## config.mk

```make
export PLATFORM = sky130hd
export DESIGN_NAME = rr_arbiter_4_flat
export DESIGN_NICKNAME = d
export VERILOG_FILES = /design/src/rtl/rr_arbiter_4_if.sv /design/src/rtl/rr_arbiter_4.sv /design/src/flat_wrapper.sv
export SDC_FILE = /design/constraint.sdc
export NUM_CORES = 1
export LEC_CHECK = 0
export BUFFER_PORTS_ARGS = -buffer_cell sky130_fd_sc_hd__buf_2
export CORE_UTILIZATION = 46
export CTS_CLUSTER_SIZE = 10
export DETAILED_ROUTE_END_ITERATION = 10
export PLACE_DENSITY = 0.84
export SLEW_MARGIN = 10
export SYNTH_ARGS = -nofsm -noshare
export SYNTH_HDL_FRONTEND = slang
export SYNTH_SLANG_ARGS = --single-unit
```

## constraint.sdc

```tcl
create_clock -name clk -period 1.55 [get_ports clk]
set_input_delay 0.0775 -clock clk [delete_from_list [all_inputs] [get_ports clk]]
set_output_delay 0.0775 -clock clk [all_outputs]
set_load 0.02 [all_outputs]
```

## src/rtl/rr_arbiter_4_if.sv

```systemverilog
// Request/grant bundle shared by the four clients and the round-robin arbiter.
// The master side drives requests; the slave side is the arbiter.
interface rr_arbiter_4_if;
    logic [3:0] req;
    logic       done;
    logic [3:0] gnt;
    logic [1:0] gnt_id;
    logic       gnt_valid;
    logic       timeout;

    modport master (output req, done, input gnt, gnt_id, gnt_valid, timeout);
    modport slave  (input req, done, output gnt, gnt_id, gnt_valid, timeout);
endinterface

```

## src/rtl/rr_arbiter_4.sv

```systemverilog
// Four-client round-robin arbiter. A grant is registered and held until the owner
// finishes, drops its request, or reaches the MAX_HOLD cycle limit.
//
//   state | meaning
//   IDLE  | no grant; a nonzero req is granted on the next edge
//   GRANT | gnt_id owns the resource; release on done, dropped req or hold limit
module rr_arbiter_4 #(
    parameter int MAX_HOLD = 8
) (
    input logic           clk,
    input logic           rst_n,
    rr_arbiter_4_if.slave arb
);
    localparam int CW = $clog2(MAX_HOLD);
    localparam logic [CW-1:0] HOLD_LAST = CW'(MAX_HOLD - 1);

    typedef enum logic {IDLE, GRANT} state_t;

    state_t        state, nxt_state;
    logic [3:0]    gnt_q, nxt_gnt;
    logic [1:0]    gnt_id_q, nxt_gnt_id;
    logic [1:0]    ptr_q, nxt_ptr;
    logic [CW-1:0] hold_q, nxt_hold;
    logic          timeout_q, nxt_timeout;

    logic          win_found;
    logic [1:0]    win_id;
    logic [1:0]    idx;
    logic          owner_req;
    logic          hold_last;
    logic          release_now;

    always_ff @(posedge clk or negedge rst_n) begin
        if (!rst_n) begin
            state     <= IDLE;
            gnt_q     <= 4'b0000;
            gnt_id_q  <= 2'd0;
            ptr_q     <= 2'd0;
            hold_q    <= '0;
            timeout_q <= 1'b0;
        end else begin
            state     <= nxt_state;
            gnt_q     <= nxt_gnt;
            gnt_id_q  <= nxt_gnt_id;
            ptr_q     <= nxt_ptr;
            hold_q    <= nxt_hold;
            timeout_q <= nxt_timeout;
        end
    end

    always_comb begin
        nxt_state   = state;
        nxt_gnt     = gnt_q;
        nxt_gnt_id  = gnt_id_q;
        nxt_ptr     = ptr_q;
        nxt_hold    = hold_q;
        nxt_timeout = 1'b0;

        // Search starts at the pointer so the last owner drops to lowest priority.
        win_found = 1'b0;
        win_id    = ptr_q;
        idx       = ptr_q;
        for (int i = 0; i < 4; i++) begin
            idx = ptr_q + 2'(i);
            if (!win_found && arb.req[idx]) begin
                win_found = 1'b1;
                win_id    = idx;
            end
        end

        owner_req   = arb.req[gnt_id_q];
        hold_last   = (hold_q == HOLD_LAST);
        release_now = arb.done || !owner_req || hold_last;

        case (state)
            IDLE: begin
                if (win_found) begin
                    nxt_state  = GRANT;
                    nxt_gnt    = 4'b0001 << win_id;
                    nxt_gnt_id = win_id;
                    nxt_hold   = '0;
                end
            end
            GRANT: begin
                if (release_now) begin
                    nxt_state   = IDLE;
                    nxt_gnt     = 4'b0000;
                    nxt_ptr     = gnt_id_q + 2'd1;
                    nxt_hold    = '0;
                    nxt_timeout = hold_last && !arb.done && owner_req;
                end else begin
                    nxt_hold = hold_q + CW'(1);
                end
            end
            default: nxt_state = IDLE;
        endcase
    end

    always_comb begin
        arb.gnt       = gnt_q;
        arb.gnt_id    = gnt_id_q;
        arb.gnt_valid = |gnt_q;
        arb.timeout   = timeout_q;
    end
endmodule

```

## src/flat_wrapper.sv

```systemverilog
// flat-port wrapper written by rule: the top's interface ports become plain ports
module rr_arbiter_4_flat 
#(
    parameter int MAX_HOLD = 8
)
  (clk, rst_n, arb_req, arb_done, arb_gnt, arb_gnt_id, arb_gnt_valid, arb_timeout);
  rr_arbiter_4_if arb_i ();
  input logic clk;
  input logic rst_n;
  input wire logic [$bits(arb_i.req)-1:0] arb_req;
  input wire logic [$bits(arb_i.done)-1:0] arb_done;
  output wire logic [$bits(arb_i.gnt)-1:0] arb_gnt;
  output wire logic [$bits(arb_i.gnt_id)-1:0] arb_gnt_id;
  output wire logic [$bits(arb_i.gnt_valid)-1:0] arb_gnt_valid;
  output wire logic [$bits(arb_i.timeout)-1:0] arb_timeout;
  assign arb_i.req = arb_req;
  assign arb_i.done = arb_done;
  assign arb_gnt = arb_i.gnt;
  assign arb_gnt_id = arb_i.gnt_id;
  assign arb_gnt_valid = arb_i.gnt_valid;
  assign arb_timeout = arb_i.timeout;
  rr_arbiter_4 #(.MAX_HOLD(MAX_HOLD)) u_core (.clk(clk), .rst_n(rst_n), .arb(arb_i));
endmodule
```

==> metrics <==
failing checks=setup timing; Seq/Total Area, Yosys=46.8%; CP bufs+invs=1; final instance area=867 um2; crit share post-route=101%; post-route minimum period=1.56 ns; Tot GR Track Use=20.7%; I/O pin count=15; final hold viol count=0; top cells by area, synth=dfrtp_1 47%, nor2_1 3.8%, ha_1 3.6%, mux4_2 3.2%, a32o_1 2.9%; internal power=976 uW; PD cells=1990 mW/mm2; R2R depth=5; critical path required time=1.75 ns; Reg clk slew, reported paths=0.08 ns; Synth-to-Final Area Change=24.9%; Post-synth top cells=13 x dfrtp_1, 7 x nor2_1, 4 x nand2_1, 3 x nor2b_1; Hold Path Stages=3; worst r2r src=u_core.arb.gnt_id[0]$_DFFE_PN0P_; HP Class=in2reg; Final GP Congestion=0.734; DRT iter0 DRCs=36; number of flops mapped to enable cells by yosys=0; Critical Path Source Type=flop; antenna violations before repair=0; RSZ-0062 raised after global routing=true; Placed Area=807 um2; antenna viol nets, final=0; count of clock tree sinks=13; initial core utilization=51.4%; post-synthesis average cell area=11.6 um2; synthesis warning total=0; Sw Share=43.5%; reg-to-reg endpoint=u_core.ptr_q[1]$_DFFE_PN0P_; first-pass GRT wire length=2.13 mm; antenna cells=0; count leader, synth=dfrtp_1; total routed wirelength=1.59 mm; vias in the first global route=480; worst setup path class=reg2reg; Clock Latency Late Sink=0.27 ns; Die X=40.9 um; Synth cell types=32; FF-to-FF setup slack=-0.01 ns; Die Area=0.00167 mm2; endpoints failing setup=3; CP max FO=4; ordered cell list for the critical path=mux4_2, a21boi_4, buf_6, nor2_2, a21oi_2; CP endpoint kind=flop; post-synthesis async set-or-reset flop share=100%; Max transition margin=77.7%; DP HPWL=1.10 mm; status=complete, but fails checks; Cells after Synth=60; final count of pins violating max slew=0; largest net degree at the start of global routing=14; core area=0.00135 mm2; grt ovf=0; Pleak=0.000419 uW; layout cell share with drive strength beyond 1=40.2%; final instance count without filler cells=97; wire length per cell=16.3 um; Final Skew=0.00188 ns; sw power=752 uW; # H-tree levels=1; hold endpoint=u_core.arb.timeout$_DFF_PN0_; CTS root buf=clkbuf_4; min-delay src=arb_done; drt drc=0; Vias=578; share of the synthesized area in the top cell type=46.8%; Cell Rows=13; fmax=641 MHz; Yosys reg bits=13; Max IR drop VDD=1.21 mV; data arrival time of the worst path=1.76 ns; power share of the sequential group=35.3%; clock share of power=12.0%; die outline height=40.9 um; CP max stage delay=0.55 ns; fraction of power consumed by combinational cells=52.7%; Synth area leader=dfrtp_1; MaxCap Viol Count=0; vias per cell=5.96; Most used DFF post-synth=dfrtp_1; final worst setup slack=-0.0108 ns; Mapped Area=694 um2; drt pass-1 iters=4; CTS Buf Count=3; Worst Max-Slew Pin Slew=0.331 ns; nets=92; slowest stage cell, crit path=mux4_2; Net Count, Synth=69; cell family with most CP delay=multiplexers; post-placement cell count=92; maximum clock insertion buffer count=2; CTS tree=yes; port bufs=14
[sequential cells by signal, indices dropped and copies added (netlist names)]
| name | cells |
|---|---|
| u_core.arb.gnt_id | 2 |
| u_core.arb.timeout | 1 |
| u_core.ptr_q | 2 |
| u_core.arb.gnt | 4 |
| u_core.state | 1 |
| u_core.hold_q | 3 |
[tightest hold or removal path, cell delays in order]
cell and delay (ns):
buf_2 0.09, nand3b_1 0.12, nor2_1 0.04
[power groups by stage]
| stage | Clock, uW | Sequential, uW | Combinational [uW] |
|---|---|---|---|
| after floorplan | 0 | 680 | 463 |
| after global placement | 0 | 591 | 799 |
| after detailed placement | 0 | 603 | 825 |
| after CTS | 206 | 598 | 831 |
| after global routing | 221 | 629 | 971 |
| final | 207 | 610 | 912 |
[final cells by class]
class                      count  area [um2]
clock buffer                   4        26.3
timing repair buffer          18         106
sequential                    13         327
multi-input combinational     46         385
tap                           15        18.8
fill                         117         483
inverter                       1        3.75
[cell usage in the layout (no fill, tap or decap), drive strengths merged]
| master | count |
|---|---|
| or2b | 1 |
| o2111ai | 1 |
| nor2 | 8 |
| or4 | 2 |
| inv | 1 |
| dfrtp | 13 |
| mux2 | 2 |
| xnor2 | 1 |
| dlygate4sd3 | 1 |
| nor2b | 4 |
| a21oi | 2 |
| o21ai | 2 |
| clkbuf | 4 |
| nor3 | 1 |
| a32o | 2 |
| ha | 2 |
| mux4 | 1 |
| o32ai | 1 |
| and3b | 1 |
| nand3b | 1 |
| a21boi | 1 |
| o2bb2ai | 1 |
| o211a | 1 |
| o41ai | 1 |
| o211ai | 1 |
| buf | 17 |
| nand2b | 1 |
| nand2 | 4 |
| a2bb2oi | 1 |
| a22o | 2 |
| and2b | 1 |
[worst max-delay path by stage]
stage / start / endpoint / slack (ns) / depth (start not counted)
finish: u_core.arb.gnt_id[0]$_DFFE_PN0P_ / u_core.ptr_q[1]$_DFFE_PN0P_ / -0.01 / 5
global route: u_core.arb.gnt_id[0]$_DFFE_PN0P_ / u_core.ptr_q[0]$_DFFE_PN0P_ / -0.07 / 5
CTS: u_core.arb.gnt_id[0]$_DFFE_PN0P_ / u_core.arb.gnt[3]$_DFFE_PN0P_ / 0.01 / 4
detailed placement: u_core.arb.gnt_id[0]$_DFFE_PN0P_ / u_core.arb.gnt[3]$_DFFE_PN0P_ / 0.02 / 4
global placement: u_core.arb.gnt_id[0]$_DFFE_PN0P_ / u_core.arb.gnt[3]$_DFFE_PN0P_ / 0.09 / 4
floorplan: u_core.arb.gnt_id[0]$_DFFE_PN0P_ / u_core.arb.gnt[2]$_DFFE_PN0P_ / -0.05 / 4
[through the flow]
step           TNS [ns]  worst slack, ns  power [uW]  utilization [%]  hold slack, ns
6_report        -0.0274          -0.0108        1730             64.2          0.0969
5_1_grt          -0.272          -0.0739        1820             64.2           0.106
4_1_cts               0           0.0131        1640             62.5          0.0846
3_5_place_dp          0           0.0243        1430             59.8         -0.0191
3_3_place_gp          0           0.0903        1390             59.8         -0.0262
2_1_floorplan    -0.103          -0.0502        1140                -          -0.218
[cells by family (layout without fill, tap and decap cells)]
logic type | after synthesis | count (layout) | synth area share, %
AO/OA/AOI/OAI | 16 | 16 | 20.9
multiplexers | 3 | 3 | 6.49
adder cells (fa/ha/maj) | 2 | 2 | 3.60
XOR/XNOR | 1 | 1 | 1.26
buffers and inverters | 1 | 23 | 0.540
AND/OR/NAND/NOR | 24 | 24 | 20.4
flip-flops | 13 | 13 | 46.8
[what timing repair did]
item | CTS | global route
hold endpoints to repair | 13 | 0
gates resized for setup | 0 | 7
hold buffers | 1 | 0
setup buffers | 0 | 0
endpoints found under the setup margin | 0 | 4
[routing by layer]
metal | global-route usage (%) | wire, um | vias to the layer above
met5 | 0 | 0 | -
li1 | - | - | 269
met1 | 27.2 | 706 | 274
met4 | 12.5 | 49 | 0
met3 | 3.80 | 106 | 6
met2 | 31.3 | 722 | 29
Power figures use the tool's default switching activity.
